File: src/rtl/ring_slot_sequencer_if.sv
// ring_slot_sequencer_if
// Purpose: groups the two byte-wide requester ports (A and B) of the ring
//          slot sequencer into one bundle.
// Signals (per requester x = a/b):
//   req_x   requester -> sequencer  request, held high until done
//   we_x    requester -> sequencer  1 = write, 0 = read (sampled at grant)
//   addr_x  requester -> sequencer  word index (sampled at grant)
//   wdata_x requester -> sequencer  write byte (sampled at grant)
//   gnt_x   sequencer -> requester  one-cycle grant pulse
//   done_x  sequencer -> requester  one-cycle completion pulse
//   rdata_x sequencer -> requester  previous word contents
// Modports: master = requester side, slave = sequencer side.
interface ring_slot_sequencer_if #(
  parameter int unsigned ADDR_W = 4
);
  logic              req_a;
  logic              req_b;
  logic              we_a;
  logic              we_b;
  logic [ADDR_W-1:0] addr_a;
  logic [ADDR_W-1:0] addr_b;
  logic [7:0]        wdata_a;
  logic [7:0]        wdata_b;
  logic              gnt_a;
  logic              gnt_b;
  logic              done_a;
  logic              done_b;
  logic [7:0]        rdata_a;
  logic [7:0]        rdata_b;

  modport master (
    output req_a, req_b, we_a, we_b, addr_a, addr_b, wdata_a, wdata_b,
    input  gnt_a, gnt_b, done_a, done_b, rdata_a, rdata_b
  );

  modport slave (
    input  req_a, req_b, we_a, we_b, addr_a, addr_b, wdata_a, wdata_b,
    output gnt_a, gnt_b, done_a, done_b, rdata_a, rdata_b
  );
endinterface

File: src/rtl/ring_slot_sequencer.sv
// ring_slot_sequencer
// Purpose: byte-access controller for a circulating serial ring memory of
//          WORD_COUNT bytes. Tracks ring rotation, arbitrates requesters A/B,
//          drives the ring write strobe/data during the granted word's 8-cycle
//          slot and captures the word's previous contents (swap semantics).
// Ports:
//   clk          ring and controller clock (ring rotates one bit per cycle)
//   reset        asynchronous, active-high, shared with the ring
//   bus          requester bundle (slave modport), see ring_slot_sequencer_if
//   o_busy       high whenever the FSM is not IDLE
//   o_ring_wr    1 = ring shifts in o_ring_din, 0 = ring recirculates
//   o_ring_din   serial write bit
//   i_ring_dout  ring bit currently being recirculated (ring MSB)
// Configuration macro:
//   RING_SEQ_RR_EN  defined: round-robin priority (A first after reset)
//                   undefined: fixed priority, A always beats B
module ring_slot_sequencer #(
  parameter int unsigned WORD_COUNT = 16
) (
  input  logic                  clk,
  input  logic                  reset,
  ring_slot_sequencer_if.slave  bus,
  output logic                  o_busy,
  output logic                  o_ring_wr,
  output logic                  o_ring_din,
  input  logic                  i_ring_dout
);

  localparam int unsigned ADDR_W = $clog2(WORD_COUNT);
  localparam int unsigned POS_W  = $clog2(WORD_COUNT * 8);

  typedef enum logic [1:0] {
    S_IDLE = 2'd0,
    S_SEEK = 2'd1,
    S_XFER = 2'd2,
    S_ACK  = 2'd3
  } state_t;

  state_t            r_state;
  logic [POS_W-1:0]  r_pos;
  logic              r_we;
  logic [ADDR_W-1:0] r_addr;
  logic [7:0]        r_wdata;
  logic              r_sel_b;
  logic [7:0]        r_cap;
  logic              r_done_a;
  logic              r_done_b;
  logic [7:0]        r_rdata_a;
  logic [7:0]        r_rdata_b;
  logic              r_busy;
  logic              r_ring_wr;
  logic              r_ring_din;
`ifdef RING_SEQ_RR_EN
  logic              r_prio_b;
`endif

  logic [POS_W-1:0]  w_pos_nxt;
  logic              w_pick_b;
  logic              w_grant;
  logic              w_sel_we;
  logic [ADDR_W-1:0] w_sel_addr;
  logic [7:0]        w_sel_wdata;
  logic [POS_W-1:0]  w_target;
  logic              w_hit;
  logic [2:0]        w_bit_nxt;

  // Ring position of the next cycle; the ring rotates unconditionally.
  assign w_pos_nxt = r_pos + POS_W'(1);

  // Arbitration between the two requesters.
`ifdef RING_SEQ_RR_EN
  assign w_pick_b = bus.req_b & (~bus.req_a | r_prio_b);
`else
  assign w_pick_b = bus.req_b & ~bus.req_a;
`endif

  // Grant is decoded in the IDLE cycle itself so a requester that drops req
  // right after done is never granted again; suppressed while in reset.
  assign w_grant = (r_state == S_IDLE) & (bus.req_a | bus.req_b) & ~reset;

  assign w_sel_we    = w_pick_b ? bus.we_b    : bus.we_a;
  assign w_sel_addr  = w_pick_b ? bus.addr_b  : bus.addr_a;
  assign w_sel_wdata = w_pick_b ? bus.wdata_b : bus.wdata_a;

  // Slot start for the transaction that will be active next cycle.
  assign w_target = (r_state == S_IDLE) ? {w_sel_addr, 3'b000} : {r_addr, 3'b000};
  assign w_hit    = (w_pos_nxt == w_target);

  // Bit of wdata to drive on the next XFER cycle (k+1 -> bit 6-k).
  assign w_bit_nxt = 3'd6 - r_pos[2:0];

  // Controller FSM. Ring strobes are registered one cycle ahead so they line
  // up exactly with the slot; the match cycle itself is XFER k=0.
  always_ff @(posedge clk or posedge reset) begin
    if (reset) begin
      r_state    <= S_IDLE;
      r_pos      <= '0;
      r_we       <= 1'b0;
      r_addr     <= '0;
      r_wdata    <= '0;
      r_sel_b    <= 1'b0;
      r_cap      <= '0;
      r_done_a   <= 1'b0;
      r_done_b   <= 1'b0;
      r_rdata_a  <= '0;
      r_rdata_b  <= '0;
      r_busy     <= 1'b0;
      r_ring_wr  <= 1'b0;
      r_ring_din <= 1'b0;
`ifdef RING_SEQ_RR_EN
      r_prio_b   <= 1'b0;
`endif
    end else begin
      r_pos      <= w_pos_nxt;
      r_done_a   <= 1'b0;
      r_done_b   <= 1'b0;
      r_ring_wr  <= 1'b0;
      r_ring_din <= 1'b0;

      unique case (r_state)
        S_IDLE: begin
          if (w_grant) begin
            r_we    <= w_sel_we;
            r_addr  <= w_sel_addr;
            r_wdata <= w_sel_wdata;
            r_sel_b <= w_pick_b;
            r_busy  <= 1'b1;
`ifdef RING_SEQ_RR_EN
            r_prio_b <= ~w_pick_b;
`endif
            if (w_hit) begin
              r_state    <= S_XFER;
              r_ring_wr  <= w_sel_we;
              r_ring_din <= w_sel_we & w_sel_wdata[7];
            end else begin
              r_state <= S_SEEK;
            end
          end
        end

        S_SEEK: begin
          if (w_hit) begin
            r_state    <= S_XFER;
            r_ring_wr  <= r_we;
            r_ring_din <= r_we & r_wdata[7];
          end
        end

        S_XFER: begin
          // Capture previous contents MSB first while the slot passes by.
          r_cap <= {r_cap[6:0], i_ring_dout};
          if (r_pos[2:0] == 3'd7) begin
            r_state <= S_ACK;
            if (r_sel_b) begin
              r_done_b  <= 1'b1;
              r_rdata_b <= {r_cap[6:0], i_ring_dout};
            end else begin
              r_done_a  <= 1'b1;
              r_rdata_a <= {r_cap[6:0], i_ring_dout};
            end
          end else begin
            r_ring_wr  <= r_we;
            r_ring_din <= r_we & r_wdata[w_bit_nxt];
          end
        end

        S_ACK: begin
          r_state <= S_IDLE;
          r_busy  <= 1'b0;
        end

        default: begin
          r_state <= S_IDLE;
          r_busy  <= 1'b0;
        end
      endcase
    end
  end

  assign bus.gnt_a   = w_grant & ~w_pick_b;
  assign bus.gnt_b   = w_grant & w_pick_b;
  assign bus.done_a  = r_done_a;
  assign bus.done_b  = r_done_b;
  assign bus.rdata_a = r_rdata_a;
  assign bus.rdata_b = r_rdata_b;
  assign o_busy      = r_busy;
  assign o_ring_wr   = r_ring_wr;
  assign o_ring_din  = r_ring_din;

endmodule
File: src/flat_wrapper.sv
// flat-port wrapper written by rule: the top's interface ports become plain ports
module ring_slot_sequencer_flat 
#(
  parameter int unsigned WORD_COUNT = 16
)
  (clk, reset, o_busy, o_ring_wr, o_ring_din, i_ring_dout, bus_req_a, bus_req_b, bus_we_a, bus_we_b, bus_addr_a, bus_addr_b, bus_wdata_a, bus_wdata_b, bus_gnt_a, bus_gnt_b, bus_done_a, bus_done_b, bus_rdata_a, bus_rdata_b);
  ring_slot_sequencer_if bus_i ();
  input  logic clk;
  input  logic reset;
  output logic o_busy;
  output logic o_ring_wr;
  output logic o_ring_din;
  input  logic i_ring_dout;
  input wire logic [$bits(bus_i.req_a)-1:0] bus_req_a;
  input wire logic [$bits(bus_i.req_b)-1:0] bus_req_b;
  input wire logic [$bits(bus_i.we_a)-1:0] bus_we_a;
  input wire logic [$bits(bus_i.we_b)-1:0] bus_we_b;
  input wire logic [$bits(bus_i.addr_a)-1:0] bus_addr_a;
  input wire logic [$bits(bus_i.addr_b)-1:0] bus_addr_b;
  input wire logic [$bits(bus_i.wdata_a)-1:0] bus_wdata_a;
  input wire logic [$bits(bus_i.wdata_b)-1:0] bus_wdata_b;
  output wire logic [$bits(bus_i.gnt_a)-1:0] bus_gnt_a;
  output wire logic [$bits(bus_i.gnt_b)-1:0] bus_gnt_b;
  output wire logic [$bits(bus_i.done_a)-1:0] bus_done_a;
  output wire logic [$bits(bus_i.done_b)-1:0] bus_done_b;
  output wire logic [$bits(bus_i.rdata_a)-1:0] bus_rdata_a;
  output wire logic [$bits(bus_i.rdata_b)-1:0] bus_rdata_b;
  assign bus_i.req_a = bus_req_a;
  assign bus_i.req_b = bus_req_b;
  assign bus_i.we_a = bus_we_a;
  assign bus_i.we_b = bus_we_b;
  assign bus_i.addr_a = bus_addr_a;
  assign bus_i.addr_b = bus_addr_b;
  assign bus_i.wdata_a = bus_wdata_a;
  assign bus_i.wdata_b = bus_wdata_b;
  assign bus_gnt_a = bus_i.gnt_a;
  assign bus_gnt_b = bus_i.gnt_b;
  assign bus_done_a = bus_i.done_a;
  assign bus_done_b = bus_i.done_b;
  assign bus_rdata_a = bus_i.rdata_a;
  assign bus_rdata_b = bus_i.rdata_b;
  ring_slot_sequencer #(.WORD_COUNT(WORD_COUNT)) u_core (.clk(clk), .reset(reset), .bus(bus_i), .o_busy(o_busy), .o_ring_wr(o_ring_wr), .o_ring_din(o_ring_din), .i_ring_dout(i_ring_dout));
endmodule
File: config.mk
export PLATFORM = sky130hd
export DESIGN_NAME = ring_slot_sequencer_flat
export DESIGN_NICKNAME = d
export VERILOG_FILES = /design/src/rtl/ring_slot_sequencer_if.sv /design/src/rtl/ring_slot_sequencer.sv /design/src/flat_wrapper.sv
export SDC_FILE = /design/constraint.sdc
export NUM_CORES = 1
export LEC_CHECK = 0
export BUFFER_PORTS_ARGS = -buffer_cell sky130_fd_sc_hd__buf_2
export CORE_MARGIN = 5
export CORE_UTILIZATION = 45
export DETAILED_ROUTE_END_ITERATION = 8
export PLACE_DENSITY = 0.65
export SYNTH_ARGS = -nofsm -noshare
export SYNTH_HDL_FRONTEND = slang
export SYNTH_SLANG_ARGS = --single-unit
File: constraint.sdc
create_clock -name clk -period 2.5 [get_ports clk]
set_input_delay 0.25 -clock clk [delete_from_list [all_inputs] [get_ports clk]]
set_output_delay 0.25 -clock clk [all_outputs]
set_load 0.01 [all_outputs]
==> results of run 1 <==
[power by group]
part	total, W	internal [W]	switching (W)
sequential	0.00129	0.00110	0.000182
clock	0.000501	0.000208	0.000293
combinational	0.00105	0.000514	0.000536
[metal layers]
| metal | track usage | part of all wire | vias to the layer above |
|---|---|---|---|
| met5 | 0 | 0 | - |
| met4 | 0.03947 | 0.011 | 0 |
| met3 | 0.04146 | 0.065 | 6 |
| met2 | 0.2516 | 0.47 | 57 |
| met1 | 0.2045 | 0.45 | 862 |
| li1 | - | - | 900 |
[path summary, 6_finish.rpt]
path,start,end,depth (start not counted),slack [ps]
setup / recovery,u_core.r_state[0],bus_gnt_a,6,220
hold / removal,reset,u_core.r_sel_b,3,160
setup reg to reg,u_core.r_state[0],u_core.r_state[1],7,330
hold reg to reg,u_core.bus.rdata_a[5],u_core.bus.rdata_a[5],2,480
max in group asynchronous,reset,u_core.r_cap[6],3,1920
min in group clk,i_ring_dout,u_core.bus.rdata_a[0],3,160
[cells by family (layout without fill, tap and decap cells)]
kind of cell	Yosys count	count (layout)
AO/OA/AOI/OAI	46	46
adder cells (fa/ha/maj)	7	7
flip-flops	51	51
XOR/XNOR	8	8
buffers and inverters	21	77
multiplexers	26	26
AND/OR/NAND/NOR	68	68
[metrics by stage]
| step | utilization | hold slack, ps |
|---|---|---|
| after global routing | 0.5375 | 166.8 |
| after detailed placement | 0.5190 | 459.0 |
| final | 0.5375 | 155.8 |
| after global placement | 0.5190 | 453.6 |
| after floorplan | - | 305.9 |
| after CTS | 0.5370 | 145.3 |
[timing repair]
action / CTS / global route
endpoints found under the hold margin: 0 / 0
resized for setup: 0 / 1
endpoints found under the setup margin: 0 / 3
[placed cells by master, fill, tap and decap left out, types with 2 or more instances in the layout]
cell      instances
dfrtp_1          51
buf_4             6
clkinv_4          2
ha_1              6
mux2_1            2
inv_1             8
mux2_2           15
xor2_1            4
nor2_1            7
and2_1            2
a21oi_1           5
mux2i_1           7
buf_2            53
xnor2_1           4
nand3b_1          2
nand2_1          36
nand3_1           6
o21ai_0          18
nor2b_1           8
a31oi_1           5
mux4_2            2
clkbuf_8          5
a22oi_1          13
[state kept, by name, indices dropped and copies added, names as in the netlist]
signal              count
u_core.r_wdata          8
u_core.bus.done_a       1
u_core.bus.done_b       1
u_core.o_ring_din       1
u_core.r_state          2
u_core.r_pos            7
u_core.r_addr           4
u_core.o_ring_wr        1
u_core.r_we             1
u_core.bus.rdata_a      8
u_core.r_sel_b          1
u_core.r_cap            7
u_core.bus.rdata_b      8
u_core.o_busy           1
[cell usage after synthesis (4+ instances only)]
cell       n
inv_1      9
nand2_1   36
xnor2_1    4
dfrtp_1   51
ha_1       7
a21oi_1    5
mux2_2    15
clkbuf_1   8
mux2i_1    7
nor2b_1    8
nor2_1     7
a22oi_1   13
o21ai_0   18
nand3_1    6
xor2_1     4
a31oi_1    5
[worst min-delay path, delay by kind of cell]
kind | cells | cell delay (ps)
buf+inv | 3 | 700
[final cells by class]
type / instances / area [um2]
Clock buffer: 5 / 68.82
Clock inverter: 3 / 28.78
Fill cell: 520 / 2500
Inverter: 10 / 41.29
Multi-Input combinational cell: 155 / 1090
Sequential cell: 51 / 1276
Tap cell: 72 / 90.09
Timing Repair Buffer: 59 / 310.3
==> results.txt, run 1 <==
P_leak = 1.473 nW
Clock Pin Slew Worst Setup and Hold Paths = 100 ps
CTS hold repair buffers = 0
DRT antenna net count = 0
Drt total wl = 4909 um
Synth cell types = 35
CTS Buffer Depth = 2
First-pass GRT wire length = 8956 um
I/O Buffers = 53
CP Data Arrival Time = 2030 ps
Area leader, netlist = dfrtp_1
Post-route non-filler standard cell count = 355
Setup bufs post-CTS = 0
Compound-gate portion of the synthesized area = 0.1176
CTS Buf Count = 5
Final Hold Viols = 0
Primary FF master, synth = dfrtp_1
CTS tree = yes
Register bit count reported by yosys = 51
Critical path endpoint category = output pin
CP max FO = 13
Drt initial violations = 66
Critical path class = register to output pin
Die Wd = 83.92 um
Critical path buffers and inverters = 3
Gr ovfl total = 0
Overall Power = 0.002838 W
Tightest Pin Transition = 620.2 ps
Avg Vias per Cell = 5.141
Top delay family on crit path = buffers and inverters
Largest net degree at the start of global routing = 52
Worst EP required = 2250 ps
Clock skew = 9.872 ps
Synthesis-to-layout area growth = 18.17%
Gate Count Post-Synth = 227
Drt wl/cell = 13.83 um
Synth top area share = 0.5191
Die ar. = 7042 um2
CORE AREA = 5405 um2
Layout cells sized above 1 = 0.3216
Crit share post-route = 0.9121
Adder-cell area share of the yosys netlist = 0.03562
Fin Setup TNS = 0 ps
Slowest cell on crit path = dfrtp_1
Nets = 320
CP peak stage delay = 420 ps
Root Driver = clkbuf_8
Starting Density = 0.4549
Top area cells in the synthesized netlist = dfrtp_1, mux2_2, nand2_1
Number of H-tree levels = 2
Hold Path Class = primary input to async pin
Max VDD drop = 391.5 uV
EDFF count, synth = 0
CP Cell Sequence = inv_1 > ha_2 > nor2b_1 > buf_4 > and2_1 > buf_2
Relative slew slack = 0.5865
I/O Pins = 54
Drt pass-1 iters = 4
Peak Freq = 438.5 MHz
Asr flop ratio synth = 1.000
Synth Cell Area = 2459 um2
Post-synthesis mux area share = 0.1247
Syn. warnings = 0
# rows = 27
Placed insts = 347
Final Instance Area = 2905 um2
Place WS = 254.9 ps
RSZ-0062 raised after global routing = false
GRT Util Overall = 0.1546
Slew Viols, Final = 0
Post-synthesis sequential area ratio = 0.5191
Largest family of logic cells by synthesized area = simple AND/OR/NAND/NOR gates
Startpoint Class = register
Simple-Gate Fraction of Synth Area = 0.1359
Initial antenna violation count = 0
Hpwl dp = 3638 um
Ant diodes = 0
Clock Sinks = 51
Synth Area in XOR/XNOR = 0.02850
Final setup violating endpoints = 0
PD cells = 976.7 nW/um2
PnR worst setup slack = 219.7 ps
Post-Syn Area per Cell = 10.83 um2
RD Place Congestion = 0.7971
Vias in the first global route = 1,923
Area post-placement = 2805 um2
Synth Net Count = 265
Max-Cap Viols = 0
Vias = 1,825
DRC Markers = 0
Final min period = 2280 ps
Die H = 83.92 um
Clock Latency Late Sink = 310 ps
Status = completed
Note: power is estimated with default switching activity, not from simulation.
==> run 2, diff against run 1 <==
--- a/config.mk
+++ b/config.mk
@@ -9,7 +9,7 @@
 export CORE_MARGIN = 5
 export CORE_UTILIZATION = 45
 export DETAILED_ROUTE_END_ITERATION = 8
-export PLACE_DENSITY = 0.65
+export PLACE_DENSITY = 0.68
 export SYNTH_ARGS = -nofsm -noshare
 export SYNTH_HDL_FRONTEND = slang
 export SYNTH_SLANG_ARGS = --single-unit
==> run 2 against run 1 <==
  * Clock-buffer cell count unchanged
  * Worst setup slack improved by 28 ps
  * Largest power group unchanged
  * Total power increased by 3.0%
  * Critical path type unchanged
  * Clock power grew 14%
  * Design area rose by 0.78%
  * Register-to-register slack got worse by 50 ps
  * Clock skew is 1.0 ps higher
  * Die area stayed put
  * Combinational power hardly changed
  * Highest routed layer unchanged
  * Global-route usage grew 0.11 points
  * Sequential share of layout area fell by 0.34 points
==> results.txt, run 2 (synthesis gave the netlist of run 1 again) <==
Peak Freq = 443.9 MHz (was 438.5 MHz)
Slowest cell on crit path = dfrtp_1 (unchanged)
PD cells = 998.3 nW/um2 (was 976.7 nW/um2)
Root Driver = clkbuf_8 (unchanged)
# rows = 27 (unchanged)
Startpoint Class = register (unchanged)
Final Hold Viols = 0 (unchanged)
Ant diodes = 0 (unchanged)
Critical path class = register to output pin (unchanged)
Clock power frac = 0.196 (was 0.177)
Drt initial violations = 64 (was 66)
I/O Pins = 54 (unchanged)
Reg-to-reg startpoint = u_core.r_state[0] (unchanged)
Max VDD drop = 496.4 uV (was 391.5 uV)
Die Wd = 83.92 um (unchanged)
Worst EP required = 2250 ps (about the same)
DRT antenna net count = 0 (unchanged)
CP peak stage delay = 420 ps (about the same)
Number of H-tree levels = 2 (unchanged)
Internal power = 0.001921 W (was 0.001827 W)
Nets = 321 (was 320)
CTS Buf Count = 5 (unchanged)
Vias = 1,821 (was 1,825)
First-pass GRT wire length = 8956 um (unchanged)
Synthesis-to-layout area growth = 19.08% (was 18.17%)
Commonest non-fill, non-tap cell in the layout = buf_2 (unchanged)
CP Cell Sequence = inv_1 > ha_2 > nor2b_1 > buf_4 > and2_1 > buf_2 (unchanged)
Drt total wl = 5122 um (was 4909 um)
Critical path endpoint category = output pin (unchanged)
Final Util = 0.5417 (was 0.5375)
Largest net degree at the start of global routing = 52 (unchanged)
Die H = 83.92 um (unchanged)
CTS tree = yes (unchanged)
Setup bufs post-CTS = 0 (unchanged)
Avg Vias per Cell = 5.115 (was 5.141)
CORE AREA = 5405 um2 (unchanged)
CTS hold repair buffers = 0 (unchanged)
Gr ovfl total = 0 (unchanged)
FF-to-FF End = u_core.r_state[1] (unchanged)
Hold Path Class = primary input to async pin (unchanged)
Hpwl dp = 3677 um (was 3638 um)
Vias in the first global route = 1,884 (was 1,923)
Reg2reg setup slack = 280 ps (was 330 ps)
GRT Util Overall = 0.1557 (was 0.1546)
Sequential cell fraction of total power = 0.444 (was 0.453)
Fin Hold WS = 161.8 ps (was 155.8 ps)
DRC Markers = 0 (unchanged)
Reg2Reg Depth = 7 (unchanged)
Drt wl/cell = 14.39 um (was 13.83 um)
Clock Pin Slew Worst Setup and Hold Paths = 90 ps (was 100 ps)
RD Place Congestion = 0.7544 (was 0.7971)
CTS Buffer Depth = 2 (unchanged)
P_leak = 1.486 nW (was 1.473 nW)
Final setup violating endpoints = 0 (unchanged)
Clock Latency Late Sink = 310 ps (about the same)
Die ar. = 7042 um2 (unchanged)
Drt pass-1 iters = 4 (unchanged)
NetSw = 0.001002 W (was 0.001011 W)
CP max FO = 13 (unchanged)
I/O Buffers = 53 (unchanged)
Crit share post-route = 0.9010 (was 0.9121)
Slew Viols, Final = 0 (unchanged)
Post-CTS resize count = 0 (unchanged)
Logic pwr share = 0.360 (was 0.370)
Fin Setup TNS = 0 ps (unchanged)
Most frequent cells in the layout = buf_2, dfrtp_1, nand2_1 (unchanged)
Starting Density = 0.4549 (unchanged)
CP Data Arrival Time = 2000 ps (was 2030 ps)
Relative slew slack = 0.5843 (was 0.5865)
Clock skew = 10.87 ps (was 9.872 ps)
Switch share = 0.3428 (was 0.3562)
Final min period = 2253 ps (was 2280 ps)
Initial antenna violation count = 0 (unchanged)
Max-Cap Viols = 0 (unchanged)
RSZ-0062 raised after global routing = false (unchanged)
Layout cells sized above 1 = 0.3239 (was 0.3216)
Clock Sinks = 51 (unchanged)
Tightest Pin Transition = 623.5 ps (was 620.2 ps)
Status = completed (unchanged)
run 2: cell count changes in the layout (fill, tap and decap cells not counted), sizes merged:
cell / delta
buf: +1
bufinv: +1
inv: -1
run 2: metal layers:
| metal | GRT usage | routed length (um) | up-vias |
|---|---|---|---|
| met3 | 0.03554 | 241 | 9 |
| met4 | 0.04532 | 84 | 0 |
| met2 | 0.2509 | 2448 | 48 |
| li1 | - | - | 901 |
| met1 | 0.2101 | 2348 | 863 |
| met5 | 0 | 0 | - |
run 2: worst max-delay path by stage:
stage	from	to	slack (ps)
after floorplan	reset	u_core.r_state[0]	400
after global placement	u_core.r_state[0]	u_core.r_state[1]	360
after detailed placement	u_core.r_state[0]	u_core.r_state[1]	290
after CTS	u_core.r_state[0]	bus_gnt_a	120
after global routing	u_core.r_state[0]	bus_gnt_a	80
final	u_core.r_state[0]	bus_gnt_a	250
run 2: cell type report:
cell class / count / area (um2)
Clock buffer: 5 / 68.82
Clock inverter: 3 / 43.79
Fill cell: 524 / 2477
Inverter: 10 / 41.29
Multi-Input combinational cell: 155 / 1090
Sequential cell: 51 / 1276
Tap cell: 72 / 90.09
Timing Repair Buffer: 60 / 317.8
run 2: per-stage QoR:
stage | total power, W | cells | instance area (um2) | setup slack [ps]
floorplan | 0.002035 | 227 | 2462 | 403.6
global placement | 0.002328 | 348 | 2813 | 363.9
detailed placement | 0.002359 | 348 | 2813 | 293.9
CTS | 0.002951 | 356 | 2925 | 119.3
global route | 0.003161 | 356 | 2928 | 76.53
finish | 0.002923 | 356 | 2928 | 247.4
run 2: power by group through the flow:
stage | registers [W] | logic, W | clock network, W
after detailed placement | 0.00132 | 0.00104 | 0
after floorplan | 0.00131 | 0.000725 | 0
after global placement | 0.00130 | 0.00103 | 0
after CTS | 0.00130 | 0.00106 | 0.000590
final | 0.00130 | 0.00105 | 0.000572
after global routing | 0.00134 | 0.00119 | 0.000625
run 2: worst max-delay path: cells and delay by family, from the launching register on:
kind,cells,cell delay [ps]
AND/OR/NAND/NOR,2,440
buffers and inverters,3,500
adder cells (fa/ha/maj),1,340
flip-flops,1,420
==> run 3, diff against run 2 <==
==> constraint.sdc (replaced) <==
create_clock -name clk -period 2.7 [get_ports clk]
set_input_delay 0.27 -clock clk [delete_from_list [all_inputs] [get_ports clk]]
set_output_delay 0.27 -clock clk [all_outputs]
set_load 0.01 [all_outputs]
==> run 3 against run 2 <==
  * Clock power decreased by 19%
  * Clock skew down 4.9 ps
  * Core utilization decreased by 0.60 points
  * Sequential power decreased by 8%
  * Non-clock buffer count down 2
  * Sequential cell count unchanged
  * Hold slack gained 20 ps
  * Die area stayed put
  * Cell count down 0.56%
  * Wire length down 3.8%
  * Highest routed layer unchanged
  * Via count shrank 0.22%
  * Design area is 1.1% lower
  * Critical endpoint unchanged
==> results.txt, run 3 (synthesis gave the netlist of run 1 again) <==
Status = completed (unchanged)
First-pass GRT wire length = 8521 um (was 8956 um)
Final Instance Area = 2895 um2 (was 2928 um2)
Largest net degree at the start of global routing = 52 (unchanged)
Avg Vias per Cell = 5.133 (was 5.115)
Clock Pin Slew Worst Setup and Hold Paths = 100 ps (was 90 ps)
Relative slew slack = 0.5841 (was 0.5843)
Max-Cap Viols = 0 (unchanged)
DR WL met3 = 291 um (was 241 um)
CTS Buffer Depth = 2 (unchanged)
I/O Buffers = 53 (unchanged)
P_leak = 1.471 nW (was 1.486 nW)
Drt total wl = 4927 um (was 5122 um)
Critical path class = register to output pin (unchanged)
CP max FO = 13 (unchanged)
Fin Setup TNS = 0 ps (unchanged)
Clock Latency Late Sink = 310 ps (about the same)
Vias in the first global route = 1,820 (was 1,884)
RSZ-0062 raised after global routing = false (unchanged)
Placed insts = 346 (was 348)
Slew Viols, Final = 0 (unchanged)
Die Wd = 83.92 um (unchanged)
I/O Pins = 54 (unchanged)
RD Place Congestion = 0.7698 (was 0.7544)
Met2 WL = 2370 um (was 2448 um)
Die H = 83.92 um (unchanged)
Setup bufs post-CTS = 0 (unchanged)
PD cells = 906.6 nW/um2 (was 998.3 nW/um2)
Gr ovfl total = 0 (unchanged)
Critical path endpoint category = output pin (unchanged)
CP Cell Sequence = inv_1 > ha_1 > nor2b_1 > buf_4 > and2_1 > buf_2 (was inv_1 > ha_2 > nor2b_1 > buf_4 > and2_1 > buf_2)
Final min period = 2361 ps
DRC Markers = 0 (unchanged)
Fin Hold WS = 182.1 ps (was 161.8 ps)
CP peak stage delay = 440 ps (was 420 ps)
Starting Density = 0.4549 (unchanged)
Crit share post-route = 0.8743
Vias = 1,817 (was 1,821)
Post-route non-filler standard cell count = 354 (was 356)
Tightest Pin Transition = 623.8 ps (was 623.5 ps)
Peak Freq = 423.6 MHz
Most frequent cells in the layout = buf_2, dfrtp_1, nand2_1 (unchanged)
Initial antenna violation count = 0 (unchanged)
CTS Buf Count = 5 (unchanged)
CORE AREA = 5405 um2 (unchanged)
GRT Util Overall = 0.1462 (was 0.1557)
CP Data Arrival Time = 2090 ps (was 2000 ps)
Top Metal Used = met4 (unchanged)
Area post-placement = 2798 um2 (was 2813 um2)
Startpoint Class = register (unchanged)
PnR worst setup slack = 339.5 ps (was 247.4 ps)
Final Hold Viols = 0 (unchanged)
Drt wl/cell = 13.92 um (was 14.39 um)
Number of H-tree levels = 2 (unchanged)
Drt initial violations = 91 (was 64)
Nets = 319 (was 321)
Clock Sinks = 51 (unchanged)
CTS hold repair buffers = 0 (unchanged)
Hold Path Class = primary input to async pin (unchanged)
Drt pass-1 iters = 4 (unchanged)
Max VDD drop = 398.9 uV (was 496.4 uV)
Hpwl dp = 3638 um (was 3677 um)
M1 WL = 2236 um (was 2348 um)
Final setup violating endpoints = 0 (unchanged)
CTS tree = yes (unchanged)
Reg-to-reg startpoint = u_core.r_state[0] (unchanged)
Slowest cell on crit path = ha_1 (was dfrtp_1)
Layout cells sized above 1 = 0.3156 (was 0.3239)
Worst EP required = 2430 ps (was 2250 ps)
Synthesis-to-layout area growth = 17.76% (was 19.08%)
Die ar. = 7042 um2 (unchanged)
Root Driver = clkbuf_8 (unchanged)
Commonest non-fill, non-tap cell in the layout = buf_2 (unchanged)
DRT antenna net count = 0 (unchanged)
Clock skew = 6.015 ps (was 10.87 ps)
Ant diodes = 0 (unchanged)
# rows = 27 (unchanged)
CP startpoint = u_core.r_state[0] (unchanged)
Place WS = 453.3 ps (was 293.9 ps)
Post-CTS resize count = 0 (unchanged)
==> run 3: changes by cell type in the layout (fill, tap and decap cells not counted), sizes merged <==
| cell | change |
|---|---|
| buf | -2 |
| bufinv | -1 |
| inv | +1 |
==> run 3: routing by layer <==
layer | track usage | vias up
li1 | - | 901
met1 | 0.1976 | 863
met2 | 0.2379 | 48
met3 | 0.03751 | 5
met4 | 0.03070 | 0
met5 | 0 | -
==> run 3: path summary, 6_finish.rpt <==
kind / endpoint / slack, ps / cells after the start
setup / recovery: bus_gnt_a / 340 / 6
hold / removal: u_core.r_sel_b / 180 / 3
setup reg to reg: u_core.r_state[0] / 440 / 8
hold reg to reg: u_core.bus.rdata_a[2] / 480 / 2
max in group asynchronous: u_core.r_pos[0] / 2100 / 3
min in group clk: u_core.bus.rdata_a[0] / 190 / 3
==> run 3: where the power goes <==
part           leakage, nW  internal, W  switching (W)
combinational        0.777     0.000471       0.000491
sequential           0.643      0.00102       0.000175
clock               0.0502     0.000192       0.000272
==> run 3: worst max-delay path: cells and delay by family (launching register included) <==
kind,cells,cell delay [ps]
fa+ha+maj,1,440
buf+inv,3,480
flops,1,410
simple gates,2,450
==> run 3: cell type report <==
cell class              count  area, um2
clock buffers               5      68.82
clock inverters             3      28.78
fillers                   490       2510
inverters                  10      41.29
multi-input cells         155       1087
flip-flops and latches     51       1276
well taps                  72      90.09
repair buffers             58      302.8
==> run 3: per-stage QoR <==
stage | total power (W) | util
6_report | 0.002625 | 0.5356
3_3_place_gp | 0.002158 | 0.5176
2_1_floorplan | 0.001884 | -
3_5_place_dp | 0.002192 | 0.5176
5_1_grt | 0.002838 | 0.5356
4_1_cts | 0.002660 | 0.5356
